==> src/rtl/fetch_stage.sv <==
// -----------------------------------------------------------------------------
// fetch_stage
//   Instruction-fetch stage with a request/ack instruction-memory port and an
//   IF/ID pipeline register. A small FSM tracks whether the stage is fetching,
//   holding a fetched word while decode is stalled, or waiting out a response
//   that belongs to a squashed (redirected) request.
//
// Ports
//   clk         clock, all state updates on the rising edge
//   reset       asynchronous active-high reset
//   StallD      decode stalled, IF/ID holds
//   FlushD      IF/ID loads a bubble
//   PCSrcE      taken branch/jump resolved in execute
//   PCTargetE   redirect target (low bits passed through untouched)
//   imem_req    instruction memory request (level)
//   imem_addr   request address, stable while imem_req=1
//   imem_ack    one-cycle response strobe
//   imem_rdata  instruction word, valid with imem_ack
//   InstrD      instruction to decode
//   PCD         PC of InstrD
//   PCPlus4D    PCD + 4
//   ValidD      InstrD is a real fetched instruction
// -----------------------------------------------------------------------------
module fetch_stage #(
  parameter logic [31:0] RESET_PC  = 32'h0000_0000,
  parameter logic [31:0] NOP_INSTR = 32'h0000_0013
) (
  input  logic        clk,
  input  logic        reset,
  input  logic        StallD,
  input  logic        FlushD,
  input  logic        PCSrcE,
  input  logic [31:0] PCTargetE,
  output logic        imem_req,
  output logic [31:0] imem_addr,
  input  logic        imem_ack,
  input  logic [31:0] imem_rdata,
  output logic [31:0] InstrD,
  output logic [31:0] PCD,
  output logic [31:0] PCPlus4D,
  output logic        ValidD
);

  typedef enum logic [1:0] {
    FETCH = 2'b00,
    HOLD  = 2'b01,
    DROP  = 2'b10
  } state_t;

  state_t      state_r;
  state_t      state_s;
  logic [31:0] pcf_r;
  logic [31:0] pcf_s;
  logic [31:0] req_addr_r;
  logic [31:0] req_addr_s;
  logic [31:0] buf_r;
  logic [31:0] buf_s;
  logic        req_r;
  logic        deliver_s;
  logic [31:0] dword_s;
  logic [31:0] instr_r;
  logic [31:0] instr_s;
  logic [31:0] pcd_r;
  logic [31:0] pcd_s;
  logic [31:0] pcp4_r;
  logic [31:0] pcp4_s;
  logic        valid_r;
  logic        valid_s;

  assign imem_req  = req_r;
  assign imem_addr = req_addr_r;
  assign InstrD    = instr_r;
  assign PCD       = pcd_r;
  assign PCPlus4D  = pcp4_r;
  assign ValidD    = valid_r;

  // Next-state, next-PC and delivery decision for the fetch FSM.
  always_comb begin
    state_s   = state_r;
    pcf_s     = pcf_r;
    buf_s     = buf_r;
    deliver_s = 1'b0;
    dword_s   = buf_r;
    case (state_r)
      FETCH: begin
        if (PCSrcE) begin
          // A redirect squashes whatever this request returns; if the ack is
          // already here we can simply reissue, otherwise wait it out.
          pcf_s = PCTargetE;
          if (imem_ack) begin
            state_s = FETCH;
          end else begin
            state_s = DROP;
          end
        end else if (imem_ack) begin
          if (StallD) begin
            // Park the word; it is offered to decode once the stall lifts.
            buf_s   = imem_rdata;
            state_s = HOLD;
          end else begin
            deliver_s = 1'b1;
            dword_s   = imem_rdata;
            pcf_s     = req_addr_r + 32'd4;
            state_s   = FETCH;
          end
        end else begin
          state_s = FETCH;
        end
      end
      HOLD: begin
        if (PCSrcE) begin
          pcf_s   = PCTargetE;
          state_s = FETCH;
        end else if (!StallD) begin
          deliver_s = 1'b1;
          dword_s   = buf_r;
          pcf_s     = req_addr_r + 32'd4;
          state_s   = FETCH;
        end else begin
          state_s = HOLD;
        end
      end
      DROP: begin
        if (PCSrcE) begin
          pcf_s = PCTargetE;
        end else begin
          pcf_s = pcf_r;
        end
        if (imem_ack) begin
          state_s = FETCH;
        end else begin
          state_s = DROP;
        end
      end
      default: begin
        state_s = FETCH;
        pcf_s   = pcf_r;
      end
    endcase

    // A fresh request starts whenever FETCH is (re)entered or the current
    // request completes while staying in FETCH.
    if ((state_s == FETCH) && ((state_r != FETCH) || imem_ack)) begin
      req_addr_s = pcf_s;
    end else begin
      req_addr_s = req_addr_r;
    end
  end

  // IF/ID next contents: flush beats stall, stall beats delivery, and an
  // idle cycle inserts a bubble that keeps the previous PC fields.
  always_comb begin
    instr_s = instr_r;
    pcd_s   = pcd_r;
    pcp4_s  = pcp4_r;
    valid_s = valid_r;
    if (FlushD) begin
      instr_s = NOP_INSTR;
      valid_s = 1'b0;
    end else if (StallD) begin
      instr_s = instr_r;
      valid_s = valid_r;
    end else if (deliver_s) begin
      instr_s = dword_s;
      pcd_s   = req_addr_r;
      pcp4_s  = req_addr_r + 32'd4;
      valid_s = 1'b1;
    end else begin
      instr_s = NOP_INSTR;
      valid_s = 1'b0;
    end
  end

  // FSM, PC, request address, hold buffer and registered request strobe.
  always_ff @(posedge clk or posedge reset) begin
    if (reset) begin
      state_r    <= FETCH;
      pcf_r      <= RESET_PC;
      req_addr_r <= RESET_PC;
      buf_r      <= 32'h0000_0000;
      req_r      <= 1'b1;
    end else begin
      state_r    <= state_s;
      pcf_r      <= pcf_s;
      req_addr_r <= req_addr_s;
      buf_r      <= buf_s;
      req_r      <= (state_s != HOLD);
    end
  end

  // IF/ID pipeline register.
  always_ff @(posedge clk or posedge reset) begin
    if (reset) begin
      instr_r <= NOP_INSTR;
      pcd_r   <= 32'h0000_0000;
      pcp4_r  <= 32'h0000_0000;
      valid_r <= 1'b0;
    end else begin
      instr_r <= instr_s;
      pcd_r   <= pcd_s;
      pcp4_r  <= pcp4_s;
      valid_r <= valid_s;
    end
  end

endmodule

==> config.mk <==
export PLATFORM = sky130hd
export DESIGN_NAME = fetch_stage
export DESIGN_NICKNAME = d
export VERILOG_FILES = /design/src/rtl/fetch_stage.sv
export SDC_FILE = /design/constraint.sdc
export NUM_CORES = 1
export LEC_CHECK = 0
export ABC_AREA = 1
export CAP_MARGIN = 20
export CELL_PAD_IN_SITES_DETAIL_PLACEMENT = 1
export CELL_PAD_IN_SITES_GLOBAL_PLACEMENT = 2
export CORE_ASPECT_RATIO = 1.4
export CORE_MARGIN = 3
export CORE_UTILIZATION = 30
export CTS_CLUSTER_SIZE = 28
export DETAILED_ROUTE_END_ITERATION = 10
export MAX_ROUTING_LAYER = met4
export PLACE_DENSITY = 0.86
export SLEW_MARGIN = 20
export SYNTH_ARGS = -nofsm -noshare
export SYNTH_HDL_FRONTEND = slang
export SYNTH_SLANG_ARGS = --single-unit
==> constraint.sdc <==
create_clock -name clk -period 9 [get_ports clk]
set_clock_uncertainty 0.05 [all_clocks]
set_input_delay 2.25 -clock clk [delete_from_list [all_inputs] [get_ports clk]]
set_output_delay 2.25 -clock clk [all_outputs]
set_load 0.02 [all_outputs]
==> parameters.txt, run 1 <==
Parameter                              Value

Run status
  Status    finished clean

Yosys
  Sequential element share of the synthesized area    0.490
  Count of synthesis-stage warnings from yosys    0
  Post-synthesis instance area    0.00992 mm²
  Synth Area per Inst    7.64 µm²
  Number of nets in the synthesized netlist    1369
  Synth Register Bits    194
  Synth unique cells    37
  Post-synthesis cell count    1298

Clock tree
  Number of clock sinks seen by CTS    194
  H-tree depth    4
  CTS Buffer Depth    2
  TritonCTS clock tree    built
  Cells resized by post-CTS repair    0
  Clock-pin slew reported for the worst setup and hold paths after clock tree synthesis    80 ps
  Clock tree root buffer cell    sky130_fd_sc_hd__clkbuf_16
  Insertion delay to the later sink of the worst-skew pair    440 ps
  Number of buffers inserted to repair setup after CTS    0
  Number of buffers created by CTS    17
  Number of buffers added to fix hold violations after cts    0

Floorplan
  Starting density of the core    0.305
  Die Ht    221 µm
  Chip Width    160 µm
  Ports    200
  Standard-cell row count    78
  Area of the core    0.0325 mm²
  Die area    0.0353 mm²

Setup path
  Start point of the critical path    imem_ack
  Startpoint of the worst register-to-register path    state_r[1]
  Crit path largest cell delay    680 ps
  Setup crit start kind    input pin
  Top fanout value on the critical path    93
  Cell count of the worst reg-to-reg path    9
  Data arrival time of the critical path    5190 ps
  Master of the slowest instance on the critical path    sky130_fd_sc_hd__buf_4
  Capturing instance or port of the critical path    InstrD[6]
  Worst Setup End Kind    flop
  Cell-by-cell trace of the critical path    clkdlybuf4s50_1 -> inv_1 -> nand2_2 -> nand2_1 -> inv_2 -> nand3_4 -> buf_4 -> inv_2 -> buf_4 -> o21ai_1 -> o21ai_1
  Critical path data required time    9280 ps
  Critical path type    in -> reg
  Worst reg-to-reg setup slack    5360 ps
  Destination of the worst register-to-register timing path    InstrD[6]

Timing
  Aggregate negative setup slack    0 ps
  Top achievable clock speed    203 MHz
  Setup repair after global routing missed its margin    no
  Setup slack after layout    4080 ps
  Final hold viol count    0
  Share of the cycle needed by the critical path after routing    0.546
  Final worst path period need    4920 ps
  Final Max Tran Viols    0
  Worst slew margin    0.247
  Measured slew at the worst slew-check pin    1130 ps
  Worst hold slack    429 ps
  Final count of negative-setup-slack endpoints    0

Routing
  Met1 Routed Length    14.4 mm
  Final antenna-violating net count    0
  Post-DR vias/cell    4.99
  Via count of the routed design    9501
  Total Routed Length    36.9 mm
  Detailed-route DRC error count    0
  Final routed wire length divided by cell count    19.4 µm
  Top Layer Used    met4
  Sum of met2 wire segment lengths after detailed routing    19.3 mm
  Number of iterations in the first detailed-routing pass    4
  Routed met3 length    1.61 mm
  DR iter-0 viols    512

Power
  Worst ir drop on vdd    109 µV
  Static Leakage    5.80 nW
  Total power density per cell area    230 mW/mm²

Placed design
  Routability-driven placement congestion ratio    0.833
  Placed Cells    1872
  Placed inst area    0.0122 mm²
  HPWL Detailed    26.4 mm
  DP Worst Slack    3640 ps
  Count of buffers from port buffering    199

Final layout
  Final nets    1522
  ANT cells    0
  Leading cell type in the layout, fill and taps excluded    sky130_fd_sc_hd__nand2_1
  Signed area change from the synthesized netlist to the final layout    29.1%
  Commonest cells after routing, fill and taps aside    400 x sky130_fd_sc_hd__nand2_1, 197 x sky130_fd_sc_hd__clkdlybuf4s50_1, 190 x sky130_fd_sc_hd__dfrtp_1, 111 x sky130_fd_sc_hd__nor2_1, 105 x sky130_fd_sc_hd__nand3_1
  Area of all placed cells without fillers    0.0128 mm²
  Non-Filler Instances    1903
  Sequential cell area    0.00486 mm²
  Share of final-layout standard cells stronger than drive strength 1    0.0663
  Footprint of the multi-input gates    0.00440 mm²
  Fill cells    3912

GRT
  Initial antenna violation count    0
  GRT overflow    0
  Global-route wire length before repair    57.5 mm
  Number of global-route vias before repair    10100
  Largest net degree at the start of global routing    124
  All-layer global routing usage    0.215

Worst hold path
  Hold/Removal Path Class    reg -> reg

Flow run
  Maximum Capacitance Violations    0
-- cells by family (layout without fill, tap and decap cells) --
group	Yosys count	in the layout	synth area share
AND/OR/NAND/NOR	671	671	0.284
AO/OA/AOI/OAI	269	269	0.149
flip-flops	194	194	0.490
buffers and inverters	154	319	0.0676
XOR/XNOR	9	9	0.00795
adder cells (fa/ha/maj)	1	1	0.00126
-- critical path: cells and delay by family --
| kind | cells | cell delay [ps] |
|---|---|---|
| compound gates | 2 | 210 |
| buf+inv | 6 | 2290 |
| simple gates | 3 | 350 |
-- synth_stat cells --
cell type	n	area (µm²)
sky130_fd_sc_hd__a211o_1	8	70.1
sky130_fd_sc_hd__a21boi_0	4	30.0
sky130_fd_sc_hd__a21boi_1	11	82.6
sky130_fd_sc_hd__a21oi_1	96	480
sky130_fd_sc_hd__a22oi_1	1	7.51
sky130_fd_sc_hd__a311oi_1	1	8.76
sky130_fd_sc_hd__a31oi_1	10	62.6
sky130_fd_sc_hd__and2_1	1	6.26
sky130_fd_sc_hd__buf_1	7	26.3
sky130_fd_sc_hd__buf_2	32	160
sky130_fd_sc_hd__buf_4	8	60.1
sky130_fd_sc_hd__buf_6	3	33.8
sky130_fd_sc_hd__clkbuf_1	25	93.8
sky130_fd_sc_hd__clkinv_1	3	11.3
sky130_fd_sc_hd__dfrtp_1	190	4750
sky130_fd_sc_hd__dfstp_2	4	105
sky130_fd_sc_hd__ha_1	1	12.5
sky130_fd_sc_hd__inv_1	67	251
sky130_fd_sc_hd__inv_2	9	33.8
sky130_fd_sc_hd__nand2_1	400	1500
sky130_fd_sc_hd__nand2_2	5	31.3
sky130_fd_sc_hd__nand3_1	105	526
sky130_fd_sc_hd__nand3_2	2	20.0
sky130_fd_sc_hd__nand4_1	3	18.8
sky130_fd_sc_hd__nor2_1	111	417
sky130_fd_sc_hd__nor2_2	4	25.0
sky130_fd_sc_hd__nor2_4	8	90.1
sky130_fd_sc_hd__nor3_1	12	60.1
sky130_fd_sc_hd__o211ai_1	4	30.0
sky130_fd_sc_hd__o21ai_0	58	290
sky130_fd_sc_hd__o21ai_1	64	320
sky130_fd_sc_hd__o21bai_1	6	45.0
sky130_fd_sc_hd__o221ai_1	4	35.0
sky130_fd_sc_hd__o22ai_1	2	12.5
sky130_fd_sc_hd__or2_2	20	125
sky130_fd_sc_hd__xnor2_1	3	26.3
sky130_fd_sc_hd__xor2_1	6	52.6
-- metrics by stage --
step | power (mW) | util
after floorplan | 1.66 | -
after global placement | 2.12 | 0.375
after detailed placement | 2.14 | 0.375
after CTS | 2.99 | 0.394
after global routing | 3.11 | 0.394
final | 2.95 | 0.394
-- power by group --
group,total [mW],internal [mW],switching (mW)
Clock,0.835,0.457,0.379
Sequential,1.22,1.05,0.171
Combinational,0.892,0.369,0.523
-- per-layer routing --
layer | track usage | vias to the layer above
li1 | - | 4535
met1 | 0.230 | 4680
met5 | - | -
met2 | 0.382 | 227
met4 | 0.0952 | 0
met3 | 0.0433 | 59
-- sequential cells by signal, summed over array words and instances, names as in the netlist --
signal / flops
InstrD: 32
PCD: 32
buf_r: 32
imem_addr: 32
pcf_r: 32
PCPlus4D: 30
state_r: 2
ValidD: 1
imem_req: 1
-- worst min-delay path by stage --
stage / cells past startpoint / endpoint / slack (ps) / start
after floorplan: 2 / buf_r[0] / 400 / buf_r[0]
after detailed placement: 2 / PCPlus4D[6] / 410 / PCPlus4D[6]
after CTS: 2 / PCPlus4D[6] / 440 / PCPlus4D[6]
after global placement: 2 / PCPlus4D[5] / 410 / PCPlus4D[5]
final: 2 / PCPlus4D[6] / 430 / PCPlus4D[6]
after global routing: 2 / PCPlus4D[4] / 470 / PCPlus4D[4]
-- cell type report --
class / instances / area share
Clock inverter: 13 / 0.0151
Tap cell: 440 / 0.0430
Clock buffer: 18 / 0.0343
Multi-Input combinational cell: 950 / 0.344
Timing Repair Buffer: 209 / 0.161
Inverter: 79 / 0.0237
Sequential cell: 194 / 0.379
Note: power is estimated with default switching activity, not from simulation.
==> run 2: changes to the inputs <==
==> constraint.sdc (replaced) <==
create_clock -name clk -period 5.04 [get_ports clk]
set_clock_uncertainty 0.05 [all_clocks]
set_input_delay 1.26 -clock clk [delete_from_list [all_inputs] [get_ports clk]]
set_output_delay 1.26 -clock clk [all_outputs]
set_load 0.02 [all_outputs]
==> parameters.txt, run 2 (synthesis gave the netlist of run 1 again) <==
Parameter                              Value

Placed design
  HPWL Detailed    26.5 mm
  Placed inst area    0.0122 mm²
  Routability-driven placement congestion ratio    0.833
  Count of buffers from port buffering    199

Clock tree
  Clock tree root buffer cell    sky130_fd_sc_hd__clkbuf_16
  Number of clock sinks seen by CTS    194
  Cells resized by post-CTS repair    0
  Number of buffers inserted to repair setup after CTS    0
  Insertion delay to the later sink of the worst-skew pair    440 ps
  Clock-pin slew reported for the worst setup and hold paths after clock tree synthesis    80 ps
  CTS Buffer Depth    2
  Number of buffers added to fix hold violations after cts    0
  H-tree depth    4
  TritonCTS clock tree    built
  Number of buffers created by CTS    17

Power
  Logic gate share of total power    0.313
  Total power density per cell area    401 mW/mm²
  Seq pwr share    0.423
  Internal Pwr Total    3.21 mW
  Switching Share    0.373
  Static Leakage    5.78 nW
  Clk pwr share    0.264
  Switching power    1.91 mW
  Worst ir drop on vdd    179 µV

Routing
  Final antenna-violating net count    0
  DR iter-0 viols    416
  Number of iterations in the first detailed-routing pass    4
  Via count of the routed design    9455
  Final routed wire length divided by cell count    19.3 µm
  Total Routed Length    36.8 mm
  Detailed-route DRC error count    0
  Post-DR vias/cell    4.96

GRT
  GRT overflow    0
  All-layer global routing usage    0.217
  Initial antenna violation count    0
  Number of global-route vias before repair    10200
  Largest net degree at the start of global routing    119
  Global-route wire length before repair    58.4 mm

Final layout
  Area of all placed cells without fillers    0.0128 mm²
  ANT cells    0
  Final nets    1525
  Share of final-layout standard cells stronger than drive strength 1    0.0688
  Leading cell type in the layout, fill and taps excluded    sky130_fd_sc_hd__nand2_1
  Fill cells    3946
  Commonest cells after routing, fill and taps aside    400 x sky130_fd_sc_hd__nand2_1, 197 x sky130_fd_sc_hd__clkdlybuf4s50_1, 190 x sky130_fd_sc_hd__dfrtp_1, 111 x sky130_fd_sc_hd__nor2_1, 105 x sky130_fd_sc_hd__nand3_1
  Signed area change from the synthesized netlist to the final layout    29.0%

Floorplan
  Starting density of the core    0.305
  Ports    200
  Area of the core    0.0325 mm²
  Die area    0.0353 mm²
  Die Ht    221 µm
  Chip Width    160 µm
  Standard-cell row count    78

Timing
  Worst slew margin    0.295
  Final count of negative-setup-slack endpoints    0
  Aggregate negative setup slack    0 ps
  Measured slew at the worst slew-check pin    1060 ps
  Setup repair after global routing missed its margin    no
  Share of the cycle needed by the critical path after routing    0.616
  Final Max Tran Viols    0
  Top achievable clock speed    322 MHz
  Final hold viol count    0
  Final worst path period need    3110 ps

Setup path
  Data arrival time of the critical path    3430 ps
  Setup crit start kind    input pin
  Destination of the worst register-to-register timing path    imem_addr[15]
  Startpoint of the worst register-to-register path    state_r[1]
  Start point of the critical path    imem_ack
  Critical path type    in -> reg
  Cell count of the worst reg-to-reg path    10
  Top fanout value on the critical path    21
  Capturing instance or port of the critical path    imem_addr[5]
  Critical path data required time    5370 ps
  Worst Setup End Kind    flop
  Worst reg-to-reg setup slack    2000 ps

Flow run
  Maximum Capacitance Violations    0

Run status
  Status    finished clean

Worst hold path
  Hold/Removal Path Class    reg -> reg
  Number of cells on the worst hold path    2
==> run 2: cell types whose count changed in the layout (fill, tap and decap cells not counted) <==
cell,previous run,this run
sky130_fd_sc_hd__clkinv_2,1,2
sky130_fd_sc_hd__buf_12,0,3
sky130_fd_sc_hd__nor2_2,3,4
sky130_fd_sc_hd__bufinv_16,3,0
sky130_fd_sc_hd__clkinv_8,2,0
sky130_fd_sc_hd__clkinv_4,0,1
sky130_fd_sc_hd__inv_6,5,4
sky130_fd_sc_hd__clkbuf_8,1,2
sky130_fd_sc_hd__clkinvlp_4,0,3
sky130_fd_sc_hd__inv_8,3,4
sky130_fd_sc_hd__nor2_4,9,8
==> run 2: area by class of cell <==
class / count / area, µm² / share of cell area
Clock inverter: 13 / 114 / 0.00890
Clock buffer: 19 / 453 / 0.0354
Multi-Input combinational cell: 950 / 4400 / 0.344
Timing Repair Buffer: 212 / 2120 / 0.165
Sequential cell: 194 / 4860 / 0.380
Tap cell: 440 / 551 / 0.0430
Inverter: 79 / 300 / 0.0235
==> run 2: metal layers <==
layer | GRT usage | up-vias | wire (µm)
met2 | 0.374 | 206 | 18900
li1 | - | 4538 | -
met4 | 0.0907 | 0 | 1570
met3 | 0.0449 | 53 | 1790
met1 | 0.243 | 4658 | 14500
met5 | - | - | 0
==> run 2: critical path, cell delays in order <==
cell and delay, ps:
sky130_fd_sc_hd__clkdlybuf4s50_1 450, sky130_fd_sc_hd__inv_1 120, sky130_fd_sc_hd__nand2_2 90, sky130_fd_sc_hd__o21ai_2 810
sky130_fd_sc_hd__a21oi_1 150, sky130_fd_sc_hd__nand2_1 100, sky130_fd_sc_hd__nand2_1 50, sky130_fd_sc_hd__nand2_1 100
sky130_fd_sc_hd__nand2_1 60, sky130_fd_sc_hd__o21ai_1 110, sky130_fd_sc_hd__nand2_1 70, sky130_fd_sc_hd__nand2_1 60
==> run 2: worst min-delay path by stage <==
stage / from / end / slack (ps)
global route: PCPlus4D[12] / PCPlus4D[12] / 460
floorplan: buf_r[0] / buf_r[0] / 400
finish: PCD[10] / PCD[10] / 430
global placement: PCPlus4D[3] / PCPlus4D[3] / 410
detailed placement: PCD[10] / PCD[10] / 420
CTS: PCD[10] / PCD[10] / 440
==> run 2: stage by stage <==
stage	utilization	setup slack, ps	total power [mW]	cells	hold slack, ps
floorplan	-	1230	2.97	1298	403
global placement	0.376	1490	3.78	1875	413
detailed placement	0.376	1470	3.83	1875	415
CTS	0.394	1900	5.20	1907	436
global route	0.394	1720	5.42	1907	465
finish	0.394	1930	5.13	1907	434
==> run 2: power groups by stage <==
| stage | registers, mW | clock network [mW] | logic, mW |
|---|---|---|---|
| finish | 2.17 | 1.35 | 1.60 |
| global route | 2.22 | 1.46 | 1.75 |
| CTS | 2.18 | 1.39 | 1.63 |
| detailed placement | 2.20 | 0 | 1.62 |
| global placement | 2.19 | 0 | 1.58 |
| floorplan | 2.36 | 0 | 0.613 |
==> run 3: changes to the inputs <==
==> constraint.sdc (replaced) <==
create_clock -name clk -period 3.2 [get_ports clk]
set_clock_uncertainty 0.05 [all_clocks]
set_input_delay 0.8 -clock clk [delete_from_list [all_inputs] [get_ports clk]]
set_output_delay 0.8 -clock clk [all_outputs]
set_load 0.02 [all_outputs]
==> parameters.txt, run 3 (synthesis gave the netlist of run 1 again) <==
Parameter                              Value

Final layout
  Footprint of the multi-input gates    0.00439 mm²
  Commonest cells after routing, fill and taps aside    400 x sky130_fd_sc_hd__nand2_1, 197 x sky130_fd_sc_hd__clkdlybuf4s50_1, 190 x sky130_fd_sc_hd__dfrtp_1, 111 x sky130_fd_sc_hd__nor2_1, 105 x sky130_fd_sc_hd__nand3_1
  Final nets    1542
  Fill cells    3959
  Signed area change from the synthesized netlist to the final layout    30.9%
  Share of final-layout standard cells stronger than drive strength 1    0.0782
  Leading cell type in the layout, fill and taps excluded    sky130_fd_sc_hd__nand2_1
  Sequential cell area    0.00486 mm²
  Non-Filler Instances    1925
  Final cell utilization of the core    0.399

Timing
  Share of the cycle needed by the critical path after routing    0.814
  Top achievable clock speed    384 MHz
  Final Max Tran Viols    0
  Final count of negative-setup-slack endpoints    0
  Setup repair after global routing missed its margin    no
  Measured slew at the worst slew-check pin    878 ps
  Final hold viol count    0
  Final worst path period need    2610 ps
  Worst slew margin    0.415

Clock tree
  Number of buffers added to fix hold violations after cts    0
  Cells resized by post-CTS repair    0
  CTS Buffer Depth    2
  Number of buffers created by CTS    17
  Clock-pin slew reported for the worst setup and hold paths after clock tree synthesis    80 ps
  Number of clock sinks seen by CTS    194
  Number of buffers inserted to repair setup after CTS    0
  TritonCTS clock tree    built
  Clock tree root buffer cell    sky130_fd_sc_hd__clkbuf_16
  H-tree depth    4
  Insertion delay to the later sink of the worst-skew pair    450 ps

Setup path
  Crit path largest cell delay    720 ps
  Top fanout value on the critical path    7
  Critical path data required time    2350 ps
  Setup crit start kind    flop
  Worst Setup End Kind    output port
  Master of the slowest instance on the critical path    sky130_fd_sc_hd__clkdlybuf4s50_1
  Largest delay contributor family on the critical path    buffers and inverters
  Critical path type    reg -> out
  Cell-by-cell trace of the critical path    clkdlybuf4s50_1
  Worst reg-to-reg setup slack    640 ps
  Data arrival time of the critical path    1760 ps
  Bufs and invs on worst path    1

Placed design
  Placed Cells    1892
  Count of buffers from port buffering    199
  Routability-driven placement congestion ratio    0.856
  HPWL Detailed    27.4 mm

Routing
  Detailed-route DRC error count    0
  Via count of the routed design    9566
  Final antenna-violating net count    0
  Total Routed Length    37.3 mm
  Final routed wire length divided by cell count    19.4 µm
  Number of iterations in the first detailed-routing pass    5
  DR iter-0 viols    496
  Post-DR vias/cell    4.97

Floorplan
  Starting density of the core    0.305
  Chip Width    160 µm
  Area of the core    0.0325 mm²
  Die area    0.0353 mm²
  Ports    200
  Standard-cell row count    78
  Die Ht    221 µm

Flow run
  Maximum Capacitance Violations    0

GRT
  All-layer global routing usage    0.218
  Largest net degree at the start of global routing    91
  GRT overflow    0
  Global-route wire length before repair    58.3 mm
  Number of global-route vias before repair    10100
  Initial antenna violation count    1

Worst hold path
  Hold/Removal Path Class    reg -> reg

Power
  Total power density per cell area    628 mW/mm²
  Overall power after layout    8.16 mW
  Static Leakage    5.89 nW
  Worst ir drop on vdd    340 µV

Run status
  Status    finished clean
-- run 3: changes by cell type in the layout (fill, tap and decap cells not counted), sizes merged --
cell      delta
clkinv       +3
clkinvlp     -1
bufinv       +1
buf         +17
inv          -3
diode        +1
-- run 3: final timing paths --
path	depth (start not counted)	to	from
min in group asynchronous	2	buf_r[30]	reset
max in group asynchronous	3	imem_req	reset
max	1	imem_addr[18]	imem_addr[18]
min	2	PCPlus4D[12]	PCPlus4D[12]
min reg2reg	2	PCPlus4D[12]	PCPlus4D[12]
max reg2reg	10	imem_addr[10]	imem_addr[2]
-- run 3: area by class of cell --
cell class,count,share of cell area
flip-flops and latches,194,0.374
repair buffers,229,0.176
clock inverters,13,0.0114
multi-input cells,950,0.339
clock buffers,19,0.0341
diodes,1,0.000193
inverters,79,0.0231
well taps,440,0.0424
-- run 3: metrics by stage --
stage	setup WS, ps	setup TNS, ps	hold slack, ps	instance area (µm²)
2_1_floorplan	-151	-28720	403	9920
3_3_place_gp	352	0	413	12400
3_5_place_dp	224	0	416	12400
4_1_cts	536	0	438	13000
5_1_grt	462	0	463	13000
6_report	595	0	436	13000
-- run 3: metal layers --
| metal | part of all wire | GRT usage | wire length (µm) |
|---|---|---|---|
| met1 | 0.39 | 0.239 | 14600 |
| met2 | 0.52 | 0.383 | 19600 |
| met3 | 0.051 | 0.0474 | 1900 |
| met4 | 0.035 | 0.0845 | 1290 |
| met5 | 0 | - | 0 |
-- run 3: report_power, final --
| group | leakage, nW | total, mW | switching [mW] | internal, mW |
|---|---|---|---|---|
| clock network | 0.288 | 2.19 | 1.06 | 1.13 |
| logic | 3.18 | 2.55 | 1.48 | 1.07 |
| registers | 2.42 | 3.42 | 0.473 | 2.95 |
-- run 3: worst reg2reg max path, delay by kind of cell (launching register included) --
kind / cells / cell delay [ps]
AOI/OAI and AO/OA: 2 / 380
and+or+nand+nor: 6 / 710
DFF: 1 / 520
xor gates and xnor gates: 1 / 480
adders and majority gates: 1 / 320
